File: src/rtl/audio_pkg.sv
// Shared audio definitions: sample width, frame geometry, the stereo sample struct,
// and small sample helpers used by the mixer, tone generators and I2S transmitter.
package audio_pkg;

  localparam int SAMPLE_W     = 16;
  localparam int FRAME_CYCLES = 1024;
  localparam int SLOTS_PER_CH = 32;
  localparam int SLOT_W       = $clog2(SLOTS_PER_CH);
  localparam int BIT_IDX_W    = $clog2(SAMPLE_W);

  typedef logic [SAMPLE_W-1:0] sample_t;

  typedef struct packed {
    sample_t left;
    sample_t right;
  } stereo_t;

  // Arithmetic right shift keeping the sign: 0 = full scale, 7 = -42 dB.
  function automatic sample_t asr_sample(sample_t s, logic [2:0] sh);
    return sample_t'($signed(s) >>> sh);
  endfunction

  // I2S slot content: slot 0 is the one-bit delay, slots 1..16 carry MSB..LSB, the rest are 0.
  function automatic logic i2s_slot_bit(sample_t word, logic [SLOT_W-1:0] slot);
    logic [SLOT_W-1:0] idx;
    idx = SLOT_W'(SAMPLE_W) - slot;
    return (slot != '0 && slot <= SLOT_W'(SAMPLE_W)) ? word[idx[BIT_IDX_W-1:0]] : 1'b0;
  endfunction

endpackage

File: src/rtl/audio_clk_gen.sv
// Free-running frame counter; codec clocks come straight from counter bits (glitch-free).
// FRAME_LOG2 must be >= 7 so that one SCK slot spans at least two clk cycles.
module audio_clk_gen
  import audio_pkg::*;
#(
  parameter int FRAME_LOG2 = 10
) (
  input  logic              clk,
  input  logic              rst,
  output logic              mclk,
  output logic              sck,
  output logic              lrck,
  output logic [SLOT_W-1:0] slot,
  output logic              frame_start,
  output logic              bit_update
);

  localparam int SCK_LSB = FRAME_LOG2 - 7;

  logic [FRAME_LOG2-1:0] cnt;

  // NOTE: sequential state uses non-blocking assignments so every flop samples pre-edge values.
  always_ff @(posedge clk or posedge rst) begin
    if (rst) cnt <= '0;
    else     cnt <= cnt + 1'b1;
  end

  assign mclk        = cnt[1];
  assign sck         = cnt[SCK_LSB];
  assign lrck        = cnt[FRAME_LOG2-1];
  assign slot        = cnt[FRAME_LOG2-2 -: SLOT_W];
  // Last cycle of the frame, and last cycle of each SCK period (SCK falls next).
  assign frame_start = &cnt;
  assign bit_update  = &cnt[SCK_LSB:0];

endmodule

File: src/rtl/audio_i2s_tx.sv
// Double-buffered I2S transmitter: valid/ready sample intake, frame serialisation, underrun repeat.
// Optional AUDIO_I2S_VOLUME_EN adds a 3-bit volume input (arithmetic shift applied at frame load).
module audio_i2s_tx
  import audio_pkg::*;
#(
  parameter bit UNSIGNED_IN = 1'b0,
  parameter int FRAME_LOG2  = 10
) (
  input  logic                clk,
  input  logic                rst,
  input  logic [SAMPLE_W-1:0] left_in,
  input  logic [SAMPLE_W-1:0] right_in,
  input  logic                sample_valid,
`ifdef AUDIO_I2S_VOLUME_EN
  input  logic [2:0]          volume,
`endif
  output logic                sample_ready,
  output logic                audio_mclk,
  output logic                audio_lrck,
  output logic                audio_sck,
  output logic                audio_sdin,
  output logic                underrun
);

  logic              frame_start;
  logic              bit_update;
  logic [SLOT_W-1:0] slot;

  audio_clk_gen #(.FRAME_LOG2(FRAME_LOG2)) u_clk_gen (
    .clk        (clk),
    .rst        (rst),
    .mclk       (audio_mclk),
    .sck        (audio_sck),
    .lrck       (audio_lrck),
    .slot       (slot),
    .frame_start(frame_start),
    .bit_update (bit_update)
  );

  stereo_t           holding;
  stereo_t           frame_reg;
  stereo_t           capture_word;
  stereo_t           load_word;
  logic              hold_full;
  logic              transfer;
  logic [SLOT_W-1:0] nxt_slot;
  logic              nxt_right;
  logic              nxt_bit;

  assign sample_ready = !hold_full;
  assign transfer     = sample_valid && sample_ready;

  // NOTE: every always_comb output gets a full default first, so no path can infer a latch.
  always_comb begin
    capture_word.left  = left_in;
    capture_word.right = right_in;
    if (UNSIGNED_IN) begin
      capture_word.left[SAMPLE_W-1]  = ~left_in[SAMPLE_W-1];
      capture_word.right[SAMPLE_W-1] = ~right_in[SAMPLE_W-1];
    end
  end

`ifdef AUDIO_I2S_VOLUME_EN
  assign load_word.left  = asr_sample(holding.left, volume);
  assign load_word.right = asr_sample(holding.right, volume);
`else
  assign load_word = holding;
`endif

  // SDIN is loaded one slot ahead: the bit for the slot that begins after this cycle.
  assign nxt_slot  = slot + 1'b1;
  assign nxt_right = audio_lrck ^ (&slot);
  assign nxt_bit   = i2s_slot_bit(nxt_right ? frame_reg.right : frame_reg.left, nxt_slot);

  always_ff @(posedge clk or posedge rst) begin
    if (rst) begin
      holding    <= '0;
      frame_reg  <= '0;
      hold_full  <= 1'b0;
      audio_sdin <= 1'b0;
      underrun   <= 1'b0;
    end else begin
      underrun <= frame_start && !hold_full;
      // ready is low whenever a load empties the buffer, so load and capture never collide.
      if (frame_start && hold_full) begin
        frame_reg <= load_word;
        hold_full <= 1'b0;
      end else if (transfer) begin
        holding   <= capture_word;
        hold_full <= 1'b1;
      end
      if (bit_update) audio_sdin <= nxt_bit;
    end
  end

endmodule

File: config.mk
export PLATFORM = sky130hd
export DESIGN_NAME = audio_i2s_tx
export DESIGN_NICKNAME = d
export VERILOG_FILES = /design/src/rtl/audio_pkg.sv /design/src/rtl/audio_clk_gen.sv /design/src/rtl/audio_i2s_tx.sv
export SDC_FILE = /design/constraint.sdc
export NUM_CORES = 1
export LEC_CHECK = 0
export BUFFER_PORTS_ARGS = -buffer_cell sky130_fd_sc_hd__buf_2
export CORE_MARGIN = 1.5
export CORE_UTILIZATION = 45
export CTS_CLUSTER_SIZE = 20
export DETAILED_ROUTE_END_ITERATION = 10
export HOLD_SLACK_MARGIN = 0.15
export SLEW_MARGIN = 20
export SYNTH_ARGS = -nofsm -noshare
export SYNTH_HDL_FRONTEND = slang
export SYNTH_HIERARCHICAL = 1
export SYNTH_SLANG_ARGS = --single-unit
File: constraint.sdc
create_clock -name clk -period 6.1 [get_ports clk]
set_input_delay 1.83 -clock clk [delete_from_list [all_inputs] [get_ports clk]]
set_output_delay 1.83 -clock clk [all_outputs]
set_load 0.005 [all_outputs]
# Word level (Yosys, flattened, before mapping)
# Cells that the tools add are included.
# word_totals
reg_bits	77
latchBits	0
mem_bits_rw	0
mem_bits_ro	0
out_inout_bits	6
n_memories	0
# classes
n_addsub	3
mul	0
div_mod_pow	0
n_lt_le_gt_ge	2
eq_ne	0
shifts	0
n_mux	6
bitwise	2
reduce_logical	11
# op_table
operator	count
$mux W16	1
$add A10 B1 Y10 const B	1
$reduce_and A10 Y1	1
$add A5 B1 Y5 const B	1
$le A5 B5 Y1 const B	1
$lt A4 B5 Y1 const B	1
$reduce_and A5 Y1	1
$reduce_bool A5 Y1	1
$bmux W1 S4	1
$logic_and A1 B1 Y1	4
$mux W1	4
$reduce_and A4 Y1	1
$sub A1 B4 Y4 const A	1
$reduce_and A2 Y1	1
$reduce_bool A2 Y1	1
$logic_not A1 Y1	1
$not A1 Y1	1
$xor A1 B1 Y1	1

# Longest topological paths before layout
# Gate-level depths: netlist of run 1.
# logic_depth
ltp_word	6
ltp_mapped	11
ltp_nobuf	9

# Cells and area by module
# Netlist of run 1, hierarchy kept.
# by_module_without_submodules
mod	instances	cells_per_inst	area_per_inst_um2
audio_i2s_tx	1	204	2951.6
audio_clk_gen	1	41	473.0

# Least setup slack after synthesis of run 1
# Ideal clock, no wire load.
# synth_timing
kind	input port to flip-flop
from	input sample_valid
to	register holding[0] in the netlist's numbering
setup_time_ns	0.127
arrival_ns	2.853
required_time_ns	5.973
path_slack_ns	3.120
stages	4
path_buffers	2
cell_sequence	nor2b_1 clkbuf_1 clkbuf_1 mux2_1
# synth_between
elab_chain_cells	2
# synth_rtl
item	line	rtl
start: declaration	audio_i2s_tx.sv:13	input logic sample_valid,
$logic_and A1 B1 Y1	audio_i2s_tx.sv:51	assign transfer = sample_valid && sample_ready;
$reduce_and A2 Y1 (no line)	-	
end signal: assignment	audio_i2s_tx.sv:89	holding <= capture_word;
end: declaration	audio_i2s_tx.sv:40	stereo_t holding;
# Every way passes these cells.
# A chain may end at the register's enable or synchronous reset.

# Worst setup path after layout of run 1
# layout_timing
from	register u_clk_gen.cnt[4]
to	register audio_sdin
# layout_between
elab_chain_cells	6
word_cells_on_any_way	11
classes_between	add/sub: 2; order compare: 1; mux: 4; bitwise: 1; reduce/logical: 3
# layout_rtl
item	line	rtl
start: declaration	audio_clk_gen.sv:20	logic [FRAME_LOG2-1:0] cnt;
start signal: assignment	audio_clk_gen.sv:25	else cnt <= cnt + 1'b1;
branches (longest 5 deep; another with $add A5 B1 Y5)	-	
$mux W1 *	audio_pkg.sv:27	return (slot != '0 && slot <= SLOT_W'(SAMPLE_W)) ? word[idx[BIT_IDX_W-1:0]] : 1'b0;
end signal: assignment	audio_i2s_tx.sv:92	if (bit_update) audio_sdin <= nxt_bit;
end: declaration	audio_i2s_tx.sv:21	output logic audio_sdin,
# Mark *: on every way between the ends. The select of a mux whose other input is x is not followed.

==> results of run 1 <==
==> cells by family after synthesis <==
kind of cell               count (synthesis)  synth area share (%)
muxes                                     79                  25.5
DFF                                       77                  56.3
and+or+nand+nor                           39                  7.23
buffers and inverters                     23                  3.43
AOI/OAI and AO/OA                         12                  2.81
xor gates and xnor gates                  12                  3.62
adders and majority gates                  3                  1.10
==> cells in the mapped netlist (2+ instances only) <==
master	instances
buf_4	5
mux2_1	67
clkbuf_1	6
and3_1	2
mux2i_1	12
dfrtp_1	77
nand2b_1	4
ha_1	3
xor2_1	7
a2bb2oi_1	2
buf_1	3
and4b_1	2
a22oi_1	2
nand2_1	8
xnor2_1	4
nand3_1	5
nand3_2	2
nor2_1	3
inv_1	7
nor3_2	3
nor2b_1	3
==> stage by stage <==
stage | cells | setup slack, ns | hold slack [ns] | utilization, % | area, sq um
floorplan | 245 | 2.59 | 0.440 | - | 3420
CTS | 385 | 3.11 | 0.481 | 53.3 | 3890
global route | 385 | 2.92 | 0.501 | 53.3 | 3890
detailed placement | 370 | 3.13 | 0.467 | 50.4 | 3680
finish | 385 | 3.13 | 0.479 | 53.3 | 3890
global placement | 370 | 3.16 | 0.462 | 50.4 | 3680
==> layer usage <==
metal	up-vias	GRT usage, %
met5	-	0
met3	12	3.98
met1	970	21.8
li1	929	-
met2	35	22.7
met4	0	8.33
==> how the worst min path moves through the flow <==
stage,start,endpoint,depth (start not counted)
final,u_clk_gen/cnt[0]$_DFF_PP0_,u_clk_gen/cnt[0]$_DFF_PP0_,1
after detailed placement,u_clk_gen/cnt[0]$_DFF_PP0_,u_clk_gen/cnt[0]$_DFF_PP0_,1
after global placement,holding[14]$_DFFE_PP0P_,holding[14]$_DFFE_PP0P_,1
after global routing,holding[3]$_DFFE_PP0P_,frame_reg[3]$_DFFE_PP0P_,1
after floorplan,u_clk_gen/cnt[0]$_DFF_PP0_,u_clk_gen/cnt[0]$_DFF_PP0_,1
after CTS,u_clk_gen/cnt[0]$_DFF_PP0_,u_clk_gen/cnt[0]$_DFF_PP0_,1
==> layout make-up <==
cell class	instances	area share, %
Sequential cell	77	49.5
Clock inverter	5	1.93
Inverter	7	0.675
Tap cell	99	3.18
Multi-Input combinational cell	145	35.6
Clock buffer	10	3.54
Timing Repair Buffer	42	5.53
==> power groups by stage <==
stage               clock network (W)  registers [W]  logic [W]
global placement                    0       0.000536  0.0000286
CTS                          0.000429       0.000526  0.0000296
finish                       0.000414       0.000526  0.0000281
global route                 0.000447       0.000528  0.0000336
detailed placement                  0       0.000536  0.0000296
floorplan                           0       0.000534  0.0000148
==> worst register-to-register path, cell delays in order (launching register included) <==
cell and delay [ns]:
dfrtp_1 0.55, ha_1 0.32, and3_1 0.19, ha_1 0.23, xnor2_4 0.58, mux2_1 0.39
a2bb2oi_1 0.14, and3_1 0.18, nor3b_2 0.17, o32ai_2 0.10
==> cells in the final DEF, fill, tap and decap left out, types with 2 or more instances in the layout <==
cell type	count
nor3_2	3
mux2i_1	12
ha_1	3
and3_1	2
a22oi_1	2
clkbuf_8	10
mux2_1	67
nand2b_1	4
a2bb2oi_1	2
buf_4	2
clkinv_2	3
bufinv_16	2
xor2_1	7
and4b_1	2
xnor2_1	4
nand3_2	2
nor2b_1	2
inv_1	6
nand2_1	7
nor2_1	3
buf_2	40
nand3_1	5
dfrtp_1	77
==> flow_summary_export.csv, run 1 <==
group,metric,value,unit
outcome,status,"completed",
routing,dr_wl_met3,190,um
pwr,leakagePower,2.06,nW
routing,routed.top_layer,"met4",
synth,synth_seq_cells,77,
global_routing,grt_usage,15.7,%
pwr,p_comb_share,2.9,%
setup_path,worstPathMaxFanout,17,
clock_tree,clk_pin_slew,0.07,ns
timing,max_clock_freq,0.337,GHz
routing,via_per_inst,5.05,
setup_path,ff2ff_setup_slack,3.13,ns
setup_path,cp_data_required_time,6.33,ns
placement,place_congestion,0.784,
finish,final_nets,320,
floorplanning,num_io_pins,41,
setup_path,cpMaxStageDelayCell,"xnor2_4",
global_routing,antenna_found_initial,0,
setup_path,rr_endpoint,"audio_sdin$_DFFE_PP0P_",
pwr,power.total,0.000968,W
global_routing,grt_pass1_wl,10000,um
placement,dpl.hpwl,3860,um
synth,syn_area,3420,sq um
synth,avgSynthCellArea,14.0,sq um
global_routing,grt_max_degree,67,
routing,wl_met1,2760,um
clock_tree,cts_post_setup_buffers_inserted,0,
pwr,vdd_ir_drop_max,0.139,mV
synth,yosys.area.top_type,"dfrtp_1",
finish,fillers,682,
timing,slew_headroom,44.6,%
clock_tree,clock_latency,0.35,ns
synth,synth_edf_count,0,
pwr,p_int,0.000772,W
synth,seq_area_frac_synth,56.3,%
floorplanning,die_h,90.2,um
setup_path,cp-start-kind,"flop",
setup_path,cp-endpoint,"audio_sdin$_DFFE_PP0P_",
setup_path,reg2reg_from,"u_clk_gen/cnt[4]$_DFF_PP0_",
clock_tree,post_cts_resized,0,
setup_path,crit_path_cell_trace,"ha_1, and3_1, ha_1, xnor2_4, mux2_1, a2bb2oi_1, and3_1, nor3b_2, o32ai_2",
timing,layout_min_cycle_time,2.97,ns
timing,skew,0.00348,ns
routing,final_antenna_net_count,0,
timing,maxSlewViolCount,0,
finish,multi_input_area,1390,sq um
routing,finalWirelength,5580,um
setup_path,crit_buf_inv,0,
finish,syn2layout_area_growth,13.6,%
clock_tree,tritoncts,"done",
finish,antenna_cells,0,
synth,async_flop_share,100,%
finish,final-seq-area,1930,sq um
pwr,power_frac_seq,54.4,%
setup_path,setup.worst_path.start,"u_clk_gen/cnt[4]$_DFF_PP0_",
timing,post-route-period-util,48.7,%
clock_tree,clockBufferDepth,2,
synth,synth_ff_type,"dfrtp_1",
routing,drtIter0Drc,41,
finish,drive_above_1_share,24.1,%
setup_path,worstPathArrival,3.20,ns
hold_path,holdCritPathClass,"flop to flop",
routing,remaining_drc_errors,0,
setup_path,critPathCaptureType,"flop",
setup_path,reg2reg_depth,9,
floorplanning,die_w,90.2,um
synth,ys_types,39,
pwr,swShare,20.3,%
routing,wl_per_cell,14.5,um
synth,synth-warning-count,6,
setup_path,crit_type,"flop to flop",
floorplanning,start_util,47.0,%
routing,drt_first_pass_iters,4,
floorplanning,rows,31,
global_routing,grt_pass1_vias,2011,
clock_tree,htreeDepth,3,
clock_tree,numCtsBuffers,9,
pwr,p_clk_share,42.7,%
synth,syn_nets,283,
clock_tree,cts.sinks,77,
routing,vias,1946,
setup_path,cp_top_family,"XOR/XNOR gates",
pwr,switchingPower,0.000196,W
global_routing,grt_remaining_overflow,0,
setup_path,cp.depth,9,
clock_tree,holdBufCountCts,0,
job,cap_violations,0,
pwr,power_density,249,nW/um^2
timing,hold_violations,0,
timing,setup_tns,0,ns
synth,syn_inst,245,
timing,setup_viol,0,
floorplanning,dieArea,8140,sq um
synth,synth_area_leaders,"dfrtp_1, mux2_1, mux2i_1, xor2_1, buf_4",
timing,grt_setup_unrepaired,"false",
setup_path,slowest_delay,0.58,ns
routing,wl_met2,2490,um
floorplanning,coreArea,7290,sq um
clock_tree,cts_root_buf,"clkbuf_8",
timing,tightest_slew,0.831,ns
placement,io_buffer_count,40,
synth,synth_top_area_share,56.3,%
Power figures use the tool's default switching activity.
==> run 2, diff against run 1 <==
Clock period 6.1 ns to 2.85 ns, I/O delays scaled along.
==> flow_summary_export.csv, run 2 (synthesis gave the netlist of run 1 again) <==
group,metric,value,unit
hold_path,holdCritPathClass,"flop to flop",
placement,dpl.hpwl,3980,um
clock_tree,cts.sinks,77,
job,cap_violations,0,
setup_path,crit_buf_inv,1,
timing,slew_headroom,63.2,%
timing,max_clock_freq,0.377,GHz
hold_path,min_from,"u_clk_gen/cnt[0]$_DFF_PP0_",
clock_tree,post_cts_resized,0,
timing,grt_setup_unrepaired,"false",
setup_path,cpMaxStageDelayCell,"dfrtp_1",
pwr,p_int,0.00166,W
floorplanning,dieArea,8140,sq um
setup_path,path_common_cell,"ha_1",
floorplanning,num_io_pins,41,
timing,post-route-period-util,93.0,%
pwr,p_clk_share,42.7,%
clock_tree,htreeDepth,3,
global_routing,grt_usage,15.7,%
clock_tree,clk_pin_slew,0.07,ns
global_routing,antenna_found_initial,0,
placement,io_buffer_count,40,
routing,wl_per_cell,14.4,um
routing,wl_met1,2790,um
finish,final_nets,327,
setup_path,cp_data_required_time,3.07,ns
setup_path,setup.worst_path.start,"u_clk_gen/cnt[5]$_DFF_PP0_",
setup_path,slowest_delay,0.46,ns
setup_path,cp.depth,10,
global_routing,grt_remaining_overflow,0,
routing,via_per_inst,4.98,
placement,dp_slack,0.229,ns
finish,drive_above_1_share,25.3,%
timing,setup_slack,0.200,ns
setup_path,crit_path_cell_trace,"ha_1, and3_1, ha_1, xnor2_4, buf_4, mux2_1, a2bb2oi_1, nand4_1, and3b_1, o32ai_2",
pwr,vdd_ir_drop_max,0.391,mV
routing,routed.top_layer,"met4",
setup_path,worstPathArrival,2.87,ns
routing,drt_first_pass_iters,4,
outcome,status,"completed",
routing,finalWirelength,5650,um
setup_path,cp_top_family,"adder cells",
floorplanning,start_util,47.0,%
placement,place_congestion,0.844,
pwr,p_comb_share,3.0,%
setup_path,ff2ff_setup_slack,0.20,ns
setup_path,reg2reg_depth,10,
finish,fin_area,3940,sq um
clock_tree,tritoncts,"done",
timing,setup_tns,0,ns
clock_tree,clock_latency,0.34,ns
setup_path,cp-start-kind,"flop",
clock_tree,cts_root_buf,"clkbuf_8",
pwr,leakagePower,2.09,nW
finish,antenna_cells,0,
routing,vias,1953,
timing,hold_violations,0,
setup_path,cp-endpoint,"audio_sdin$_DFFE_PP0P_",
pwr,swShare,20.0,%
routing,final_antenna_net_count,0,
timing,whs,0.476,ns
floorplanning,die_w,90.2,um
global_routing,grt_max_degree,39,
timing,skew,0.00748,ns
global_routing,grt_pass1_wl,9940,um
clock_tree,cts_post_setup_buffers_inserted,0,
routing,dr_wl_met3,191,um
routing,wl_met2,2580,um
pwr,switchingPower,0.000414,W
finish,layout.cells.most_common,"dfrtp_1",
routing,remaining_drc_errors,0,
pwr,power_density,525,nW/um^2
global_routing,grt_pass1_vias,1985,
setup_path,crit_type,"flop to flop",
clock_tree,holdBufCountCts,0,
floorplanning,rows,31,
floorplanning,coreArea,7290,sq um
timing,layout_min_cycle_time,2.65,ns
setup_path,rr_endpoint,"audio_sdin$_DFFE_PP0P_",
placement,place_area,3730,sq um
finish,layout_common_cells,"dfrtp_1, mux2_1, buf_2",
setup_path,critPathCaptureType,"flop",
setup_path,worstPathMaxFanout,8,
setup_path,reg2reg_from,"u_clk_gen/cnt[5]$_DFF_PP0_",
timing,tightest_slew,0.547,ns
routing,drtIter0Drc,57,
finish,syn2layout_area_growth,15.1,%
floorplanning,die_h,90.2,um
clock_tree,numCtsBuffers,9,
timing,setup_viol,0,
clock_tree,clockBufferDepth,2,
timing,maxSlewViolCount,0,
pwr,power_frac_seq,54.4,%
-- run 2: cell types whose count changed in the layout (fill, tap and decap cells not counted) --
cell        delta
clkinv_2       -2
nand2_1        +1
buf_4          +7
nand2_2        -1
clkinvlp_4     +1
clkbuf_1       +1
-- run 2: cell type report --
class                      instances  area [sq um]
clock buffer                      11           141
clock inverter                     4          72.6
fill                             657          3350
inverter                           7          26.3
multi-input combinational        145          1380
sequential                        77          1930
tap                               99           124
timing repair buffer              49           268
-- run 2: per-layer routing --
metal	vias to the layer above	GRT usage (%)
met2	31	23.4
li1	946	-
met5	-	0
met4	0	6.35
met3	8	4.31
met1	968	21.7
-- run 2: how the worst min path moves through the flow --
stage	to	cells past startpoint	slack (ns)
floorplan	u_clk_gen/cnt[0]$_DFF_PP0_	1	0.44
global placement	u_clk_gen/cnt[0]$_DFF_PP0_	1	0.46
detailed placement	u_clk_gen/cnt[0]$_DFF_PP0_	1	0.46
CTS	u_clk_gen/cnt[0]$_DFF_PP0_	1	0.48
global route	frame_reg[31]$_DFFE_PP0P_	1	0.50
finish	u_clk_gen/cnt[0]$_DFF_PP0_	1	0.48
-- run 2: power groups by stage --
stage	Combinational, W	Clock (W)	Sequential [W]
detailed placement	0.0000640	0	0.00115
floorplan	0.0000317	0	0.00114
CTS	0.0000643	0.000912	0.00113
global route	0.0000729	0.000960	0.00113
finish	0.0000614	0.000883	0.00113
global placement	0.0000625	0	0.00115
-- run 2: metrics by stage --
step	instances	total power (W)	utilization (%)
floorplan	245	0.00117	-
global placement	377	0.00121	51.1
CTS	392	0.00210	54.0
detailed placement	377	0.00121	51.1
global route	392	0.00216	54.0
finish	392	0.00207	54.0
-- run 2: worst reg2reg max path: stages (launching register included) --
cell and delay [ns]:
dfrtp_1 0.46, ha_1 0.26, and3_1 0.19, ha_1 0.24, xnor2_4 0.35, buf_4 0.23
mux2_1 0.33, a2bb2oi_1 0.15, nand4_1 0.09, and3b_1 0.18, o32ai_2 0.07
